### src/rtl/io_bus_arbiter.sv
// Two-master arbiter for the io peripheral bus: CPU core (m0) and UART loader (m1).
// Alternating grant on ties, one transfer per grant, forced abort after TIMEOUT wait cycles.
module io_bus_arbiter #(
   parameter int unsigned TIMEOUT = 15
) (
   input  logic        clk_i,
   input  logic        rst_i,
   input  logic        m0_stb_i,
   input  logic        m0_we_i,
   input  logic [15:0] m0_addr_i,
   input  logic [15:0] m0_dat_i,
   output logic        m0_ack_o,
   output logic        m0_err_o,
   input  logic        m1_stb_i,
   input  logic        m1_we_i,
   input  logic [15:0] m1_addr_i,
   input  logic [15:0] m1_dat_i,
   output logic        m1_ack_o,
   output logic        m1_err_o,
   output logic [15:0] m_dat_o,
   output logic        s_stb_o,
   output logic        s_we_o,
   output logic [15:0] s_addr_o,
   output logic [15:0] s_dat_o,
   input  logic        s_ack_i,
   input  logic [15:0] s_dat_i,
   output logic [1:0]  grant_o,
   output logic [5:0]  timeout_cnt_o
);

   // State encoding doubles as the one-hot grant vector.
   localparam logic [1:0] IDLE = 2'b00;
   localparam logic [1:0] GNT0 = 2'b01;
   localparam logic [1:0] GNT1 = 2'b10;

   localparam logic [5:0] CNT_LAST = 6'(TIMEOUT - 1);

   logic [1:0]  state;
   logic [1:0]  state_nxt;
   logic        last;
   logic        last_nxt;
   logic [5:0]  cnt;
   logic [5:0]  cnt_nxt;

   logic        sel_stb;
   logic        sel_we;
   logic [15:0] sel_addr;
   logic [15:0] sel_dat;
   logic        cyc_ack;
   logic        cyc_err;

   always_comb begin
      sel_stb  = 1'b0;
      sel_we   = 1'b0;
      sel_addr = '0;
      sel_dat  = '0;
      case (state)
         GNT0: begin
            sel_stb  = m0_stb_i;
            sel_we   = m0_we_i;
            sel_addr = m0_addr_i;
            sel_dat  = m0_dat_i;
         end
         GNT1: begin
            sel_stb  = m1_stb_i;
            sel_we   = m1_we_i;
            sel_addr = m1_addr_i;
            sel_dat  = m1_dat_i;
         end
         default: ;
      endcase
   end

   // Acknowledge wins over a timeout landing in the same cycle.
   assign cyc_ack = sel_stb & s_ack_i;
   assign cyc_err = sel_stb & ~s_ack_i & (cnt == CNT_LAST);

   assign s_stb_o       = sel_stb;
   assign s_we_o        = sel_we;
   assign s_addr_o      = sel_addr;
   assign s_dat_o       = sel_dat;
   assign m_dat_o       = s_dat_i;
   assign grant_o       = state;
   assign timeout_cnt_o = cnt;

   assign m0_ack_o = (state == GNT0) & cyc_ack;
   assign m0_err_o = (state == GNT0) & cyc_err;
   assign m1_ack_o = (state == GNT1) & cyc_ack;
   assign m1_err_o = (state == GNT1) & cyc_err;

   always_comb begin
      state_nxt = state;
      last_nxt  = last;
      cnt_nxt   = cnt;
      case (state)
         IDLE: begin
            cnt_nxt = '0;
            if (m0_stb_i && m1_stb_i)
               state_nxt = last ? GNT0 : GNT1;
            else if (m0_stb_i)
               state_nxt = GNT0;
            else if (m1_stb_i)
               state_nxt = GNT1;
         end
         GNT0, GNT1: begin
            // Withdrawal, completion and abort all end the grant the same way.
            if (!sel_stb || cyc_ack || cyc_err) begin
               state_nxt = IDLE;
               last_nxt  = (state == GNT1);
               cnt_nxt   = '0;
            end else begin
               cnt_nxt = cnt + 6'd1;
            end
         end
         default: begin
            state_nxt = IDLE;
            cnt_nxt   = '0;
         end
      endcase
   end

   always_ff @(posedge clk_i or posedge rst_i) begin
      if (rst_i) begin
         state <= IDLE;
         last  <= 1'b1;
         cnt   <= '0;
      end else begin
         state <= state_nxt;
         last  <= last_nxt;
         cnt   <= cnt_nxt;
      end
   end

endmodule

### config.mk
export PLATFORM = sky130hd
export DESIGN_NAME = io_bus_arbiter
export DESIGN_NICKNAME = d
export VERILOG_FILES = /design/src/rtl/io_bus_arbiter.sv
export SDC_FILE = /design/constraint.sdc
export NUM_CORES = 1
export LEC_CHECK = 0
export BUFFER_PORTS_ARGS = -buffer_cell sky130_fd_sc_hd__buf_2
export CAP_MARGIN = 10
export CORE_ASPECT_RATIO = 1.5
export CORE_MARGIN = 5
export CORE_UTILIZATION = 28
export CTS_BUF_LIST = sky130_fd_sc_hd__clkbuf_8
export DETAILED_ROUTE_END_ITERATION = 12
export PLACE_DENSITY = 0.78
export SYNTH_ARGS = -nofsm -noshare
export SYNTH_HDL_FRONTEND = slang
export SYNTH_SLANG_ARGS = --single-unit
### constraint.sdc
create_clock -name clk_i -period 1.4 [get_ports clk_i]
set_input_delay 0.14 -clock clk_i [delete_from_list [all_inputs] [get_ports clk_i]]
set_output_delay 0.14 -clock clk_i [all_outputs]
set_load 0.005 [all_outputs]
# Word level (Yosys, flattened, before mapping)
# Cells that the tools add are included.
[classes] n_addsub=1 eq_ne=5 muxes=12 bitwise=8 reduce_logical=8
[ops] op="$pmux 16 s2" count=2
[ops] op="$mux 6" count=2
[ops] op="$mux 2" count=5
[ops] op="$and 1x1->1" count=7
[ops] op="$add 6x1->6 const B" count=1
[ops] op="$eq 6x4->1 const B" count=1
[ops] op="$ne 4x4->1 const B" count=1
[ops] op="$pmux 1 s2" count=2
[ops] op="$pmux 2 s2" count=1
[ops] op="$reduce_and 2->1" count=2
[ops] op="$eq 2x1->1 const B" count=1
[ops] op="$eq 2x2->1 const B" count=1
[ops] op="$logic_not 2->1" count=1
[ops] op="$logic_or 1x1->1" count=2
[ops] op="$ne 2x2->1 const B" count=1
[ops] op="$reduce_or 2->1" count=1
[ops] op="$logic_and 1x1->1" count=1
[ops] op="$logic_not 1->1" count=1
[ops] op="$not 1->1" count=1
[totals] ff_bits=9 input_bits=87 output_inout_bits=62

# Depth between registers and ports, before layout
[depth] ltp_word=7 ltp_mapped=7

# Worst setup path after synthesis
# Ideal clock, no wire load.
[synth_timing] path_type="register to register" from="register state[0], in the netlist grant_o[0]" to="register last" setup_ps=85 arrival_ps=1509 required_ps=1315 slack_ps=-194 path_stages_with_launch=7 period_less_slack_ps=1594 path_cell_list="dfrtp_1 inv_1 ha_1 buf_2 a22o_1 a31oi_2 mux2_1"
[synth_between] elab_chain_len=6 word_cells_on_any_way=11 cone_classes="2 x eq/ne; 1 x mux; 3 x bitwise; 5 x reduce/logical"
[synth_lines] element="from (decl)" line="38" source="logic [1:0] state;"
[synth_lines] element="from (signal assigned)" line="128" source="state <= state_nxt;"
[synth_lines] element="$eq 2x2->1 / $eq 2x1->1 (equally long branches)" line="57, 95, 109"
[synth_lines] element="$pmux 1 s2" line="57" source="case (state)"
[synth_lines] element="$and 1x1->1, or another cell as far along" line="76" source="assign cyc_err = sel_stb & ~s_ack_i & (cnt == CNT_LAST);"
[synth_lines] element="$and 1x1->1 / $logic_or 1x1->1 (equally long branches)" line="76, 107"
[synth_lines] element="$logic_or 1x1->1" line="107" source="if (!sel_stb || cyc_ack || cyc_err) begin"
[synth_lines] element="$reduce_and 2->1 (no source line)"
[synth_lines] element="to (signal assigned)" line="129" source="last <= last_nxt;"
[synth_lines] element="to (decl)" line="40" source="logic last;"
# Parallel ways exist; a longest one is shown, timed or not.
# A chain may end at the register's enable or synchronous reset.

# Worst setup path in the final report
[layout_timing] from="register state[0], in the netlist grant_o[0]" to="output port m0_err_o"
[layout_between] elab_chain_len=5 word_cells_on_any_way=6 cone_classes="2 x eq/ne; 1 x mux; 3 x bitwise"
[layout_lines] element="$eq 2x2->1 / $eq 2x1->1 (equally long branches)" line="57, 87"
[layout_lines] element="$pmux 1 s2" line="57"
[layout_lines] element="$and 1x1->1 (2 in series)" line="76"
[layout_lines] element="$and 1x1->1 *" line="87" source="assign m0_err_o = (state == GNT0) & cyc_err;"
[layout_lines] element="to (decl)" line="13" source="output logic m0_err_o,"
# Mark *: on every way between the ends. The rest lies on a longest branch, timed or not.

==> impl_metrics.tcl <==
set metrics [dict create \
    drt_iter0_drc 67 \
    final_cell_mix "buf_2 (116), nor2_1 (40), a22oi_1 (29)" \
    setup_slack_ps -352 \
    period_share 1.25 \
    htree_levels 1 \
    fin_nets 364 \
    violations "setup timing" \
    via_per_inst 4.88 \
    outcome "finished, violations left" \
    place_congestion 0.807 \
    worst_setup_path_start_kind "register" \
    placed_area_um2 1720 \
    cts_tree "built" \
    fin_area_um2 1970 \
    core_area_um2 3680 \
    clock_sinks 9 \
    reg2reg_setup_slack_ps -260 \
    dieArea_um2 5190 \
    ys_types 29 \
    hold_viol 0 \
    numPlacedInstances 299 \
    worstHoldPathCells 2 \
    power.leakage_nw 1.07 \
    synthCells 149 \
    cp_max_fo 3 \
    min_from "m0_stb_i" \
    crit_required_ps 1260 \
    io_buffers 116 \
    holdPathEnd "grant_o[0]$_DFFE_PP0P_" \
    arrival_ps 1610 \
    grt_overflow_total 0 \
    report.final.slew_viol_count 0 \
    fin_crit_ps 1750 \
    r2r_cells 6 \
    cts_root_buf "clkbuf_8" \
    areaGrowthSynthToFinish_pct 83.3 \
    slew-limit-headroom 0.760 \
    syn_area_per_cell_um2 7.20 \
    rows 27 \
    grt_use_total 0.162 \
    cts_buffer_depth 2 \
    initial_core_util 0.291 \
    p_per_area_nw_per_um2 1670 \
    syn_area_um2 1070 \
    clk_transition_reported_paths_ps 50 \
    criticalPathCategory "register to output pin" \
    wl_per_cell_um 14.8 \
    routed_wl_mm 4.64 \
    grt_pass1_wl_mm 6.53 \
    die_h_um 85.8 \
    dr.pass1.iters 4 \
    ir_drop_v 0.00106 \
    rr_startpoint "grant_o[1]$_DFFE_PP0P_" \
    synth_nets 241 \
    setup_violations 47 \
    place.detailed.hpwl_mm 3.55 \
    ys_seq_elements 9 \
    r2r_end "last$_DFFE_PP1P_" \
    grt_max_degree 26 \
    skew_ps 1.31 \
    antenna_found_initial 0 \
    hp-class "primary input to register" \
    timing.fmax_ghz 0.571 \
    drc_errors 0 \
    maxCapViolations 0 \
    cts_made_buffers 3 \
    diodes 0 \
    yosysWarnings 0 \
    ant_nets 0 \
    seq_area_frac_synth 0.211 \
    stdcell_count 314 \
    final_common_cell "buf_2" \
    grt_setup_unrepaired "true" \
    final_layout_size_suffix_gt1_frac 0.631 \
    first_global_vias 1462 \
    vias 1533 \
    worstMarginPinSlew_ps 360 \
    power_w 0.00329 \
    end_kind "output pin" \
    pin_count 149 \
    clock_latency_ps 240 \
    die_w_um 60.5 \
]
-- report_power, final --
part           switching [W]  internal, W
Clock               0.000114     0.000192
Sequential         0.0000426     0.000314
Combinational        0.00134      0.00128
Total                0.00150      0.00179
-- flip-flops by register name, summed over array words and instances (netlist names) --
name / flops
grant_o: 2
last: 1
timeout_cnt_o: 6
-- routing by layer --
layer / global-route usage / wire [um] / vias up
met2: 0.298 / 2590 / 79
li1: - / - / 748
met4: 0.0710 / 103 / 0
met1: 0.161 / 1420 / 693
met5: 0 / 0 / -
met3: 0.0437 / 530 / 13
-- synth_stat cells --
cell,number,share of area
buf_4,16,0.11
nand2_1,4,0.014
a31oi_2,1,0.012
or2_1,1,0.0058
dfrtp_1,8,0.19
nor3_1,2,0.0093
a22o_1,1,0.0082
nor2_1,42,0.15
a22oi_1,33,0.23
inv_1,5,0.018
mux2_1,1,0.011
nand4b_1,1,0.0082
and2_1,1,0.0058
xor2_1,2,0.016
nand2b_1,2,0.012
ha_1,5,0.058
xnor2_1,2,0.016
dfstp_2,1,0.025
o211ai_1,1,0.0070
nor2b_1,1,0.0058
buf_2,2,0.0093
clkinv_1,1,0.0035
a41o_1,1,0.0093
nand3_1,2,0.0093
o211ai_2,1,0.012
nand3b_1,1,0.0070
a21oi_1,1,0.0047
nand4_1,1,0.0058
clkbuf_1,9,0.032
-- stage by stage --
stage | TNS [ps] | hold slack (ps) | utilization | setup slack, ps
floorplan | -515 | -32.8 | - | -171
global placement | -1630 | 112 | 0.466 | -122
detailed placement | -3200 | 120 | 0.466 | -176
CTS | -12250 | 200 | 0.514 | -324
global route | -15250 | 219 | 0.534 | -434
finish | -11750 | 211 | 0.534 | -352
-- area by class of cell --
cell class | count | area, um2
Clock inverter | 1 | 3.75
Tap cell | 43 | 53.8
Clock buffer | 3 | 41.3
Multi-Input combinational cell | 107 | 774
Fill cell | 360 | 1720
Sequential cell | 9 | 226
Inverter | 6 | 25.0
Timing Repair Buffer | 145 | 841
-- worst max-delay path by stage --
stage | start | cells after the start | slack, ps | end
5_1_grt | grant_o[0]$_DFFE_PP0P_ | 7 | -430 | m1_err_o
3_5_place_dp | timeout_cnt_o[0]$_DFF_PP0_ | 6 | -180 | last$_DFFE_PP1P_
4_1_cts | grant_o[1]$_DFFE_PP0P_ | 6 | -320 | m0_err_o
6_report | grant_o[0]$_DFFE_PP0P_ | 7 | -350 | m0_err_o
3_3_place_gp | grant_o[1]$_DFFE_PP0P_ | 7 | -120 | m0_err_o
2_1_floorplan | timeout_cnt_o[0]$_DFF_PP0_ | 6 | -170 | last$_DFFE_PP1P_
-- logic make-up after synthesis --
group                    synth area share
multiplexers                       0.0105
XOR/XNOR                           0.0327
adder cells (fa/ha/maj)            0.0583
AO/OA/AOI/OAI                       0.284
flip-flops                          0.211
AND/OR/NAND/NOR                     0.230
buffers and inverters               0.174
-- timing repair --
item                       4_1_cts  5_1_grt
hold buffers                     1        0
setup buffers                    7        4
setup endpoints to repair       47       47
resized for setup               15        6
pin swaps                        5        1
cloned                           0        0
hold endpoints to repair         8        0
-- critical path: stages, from the launching register on --
cell and delay [ps]:
dfrtp_1 410, inv_2 120, ha_4 150, a22o_1 170, and2_4 180, nand2_4 60, nor3_2 160, buf_2 130
No activity file was read; power rests on OpenSTA's default activity.
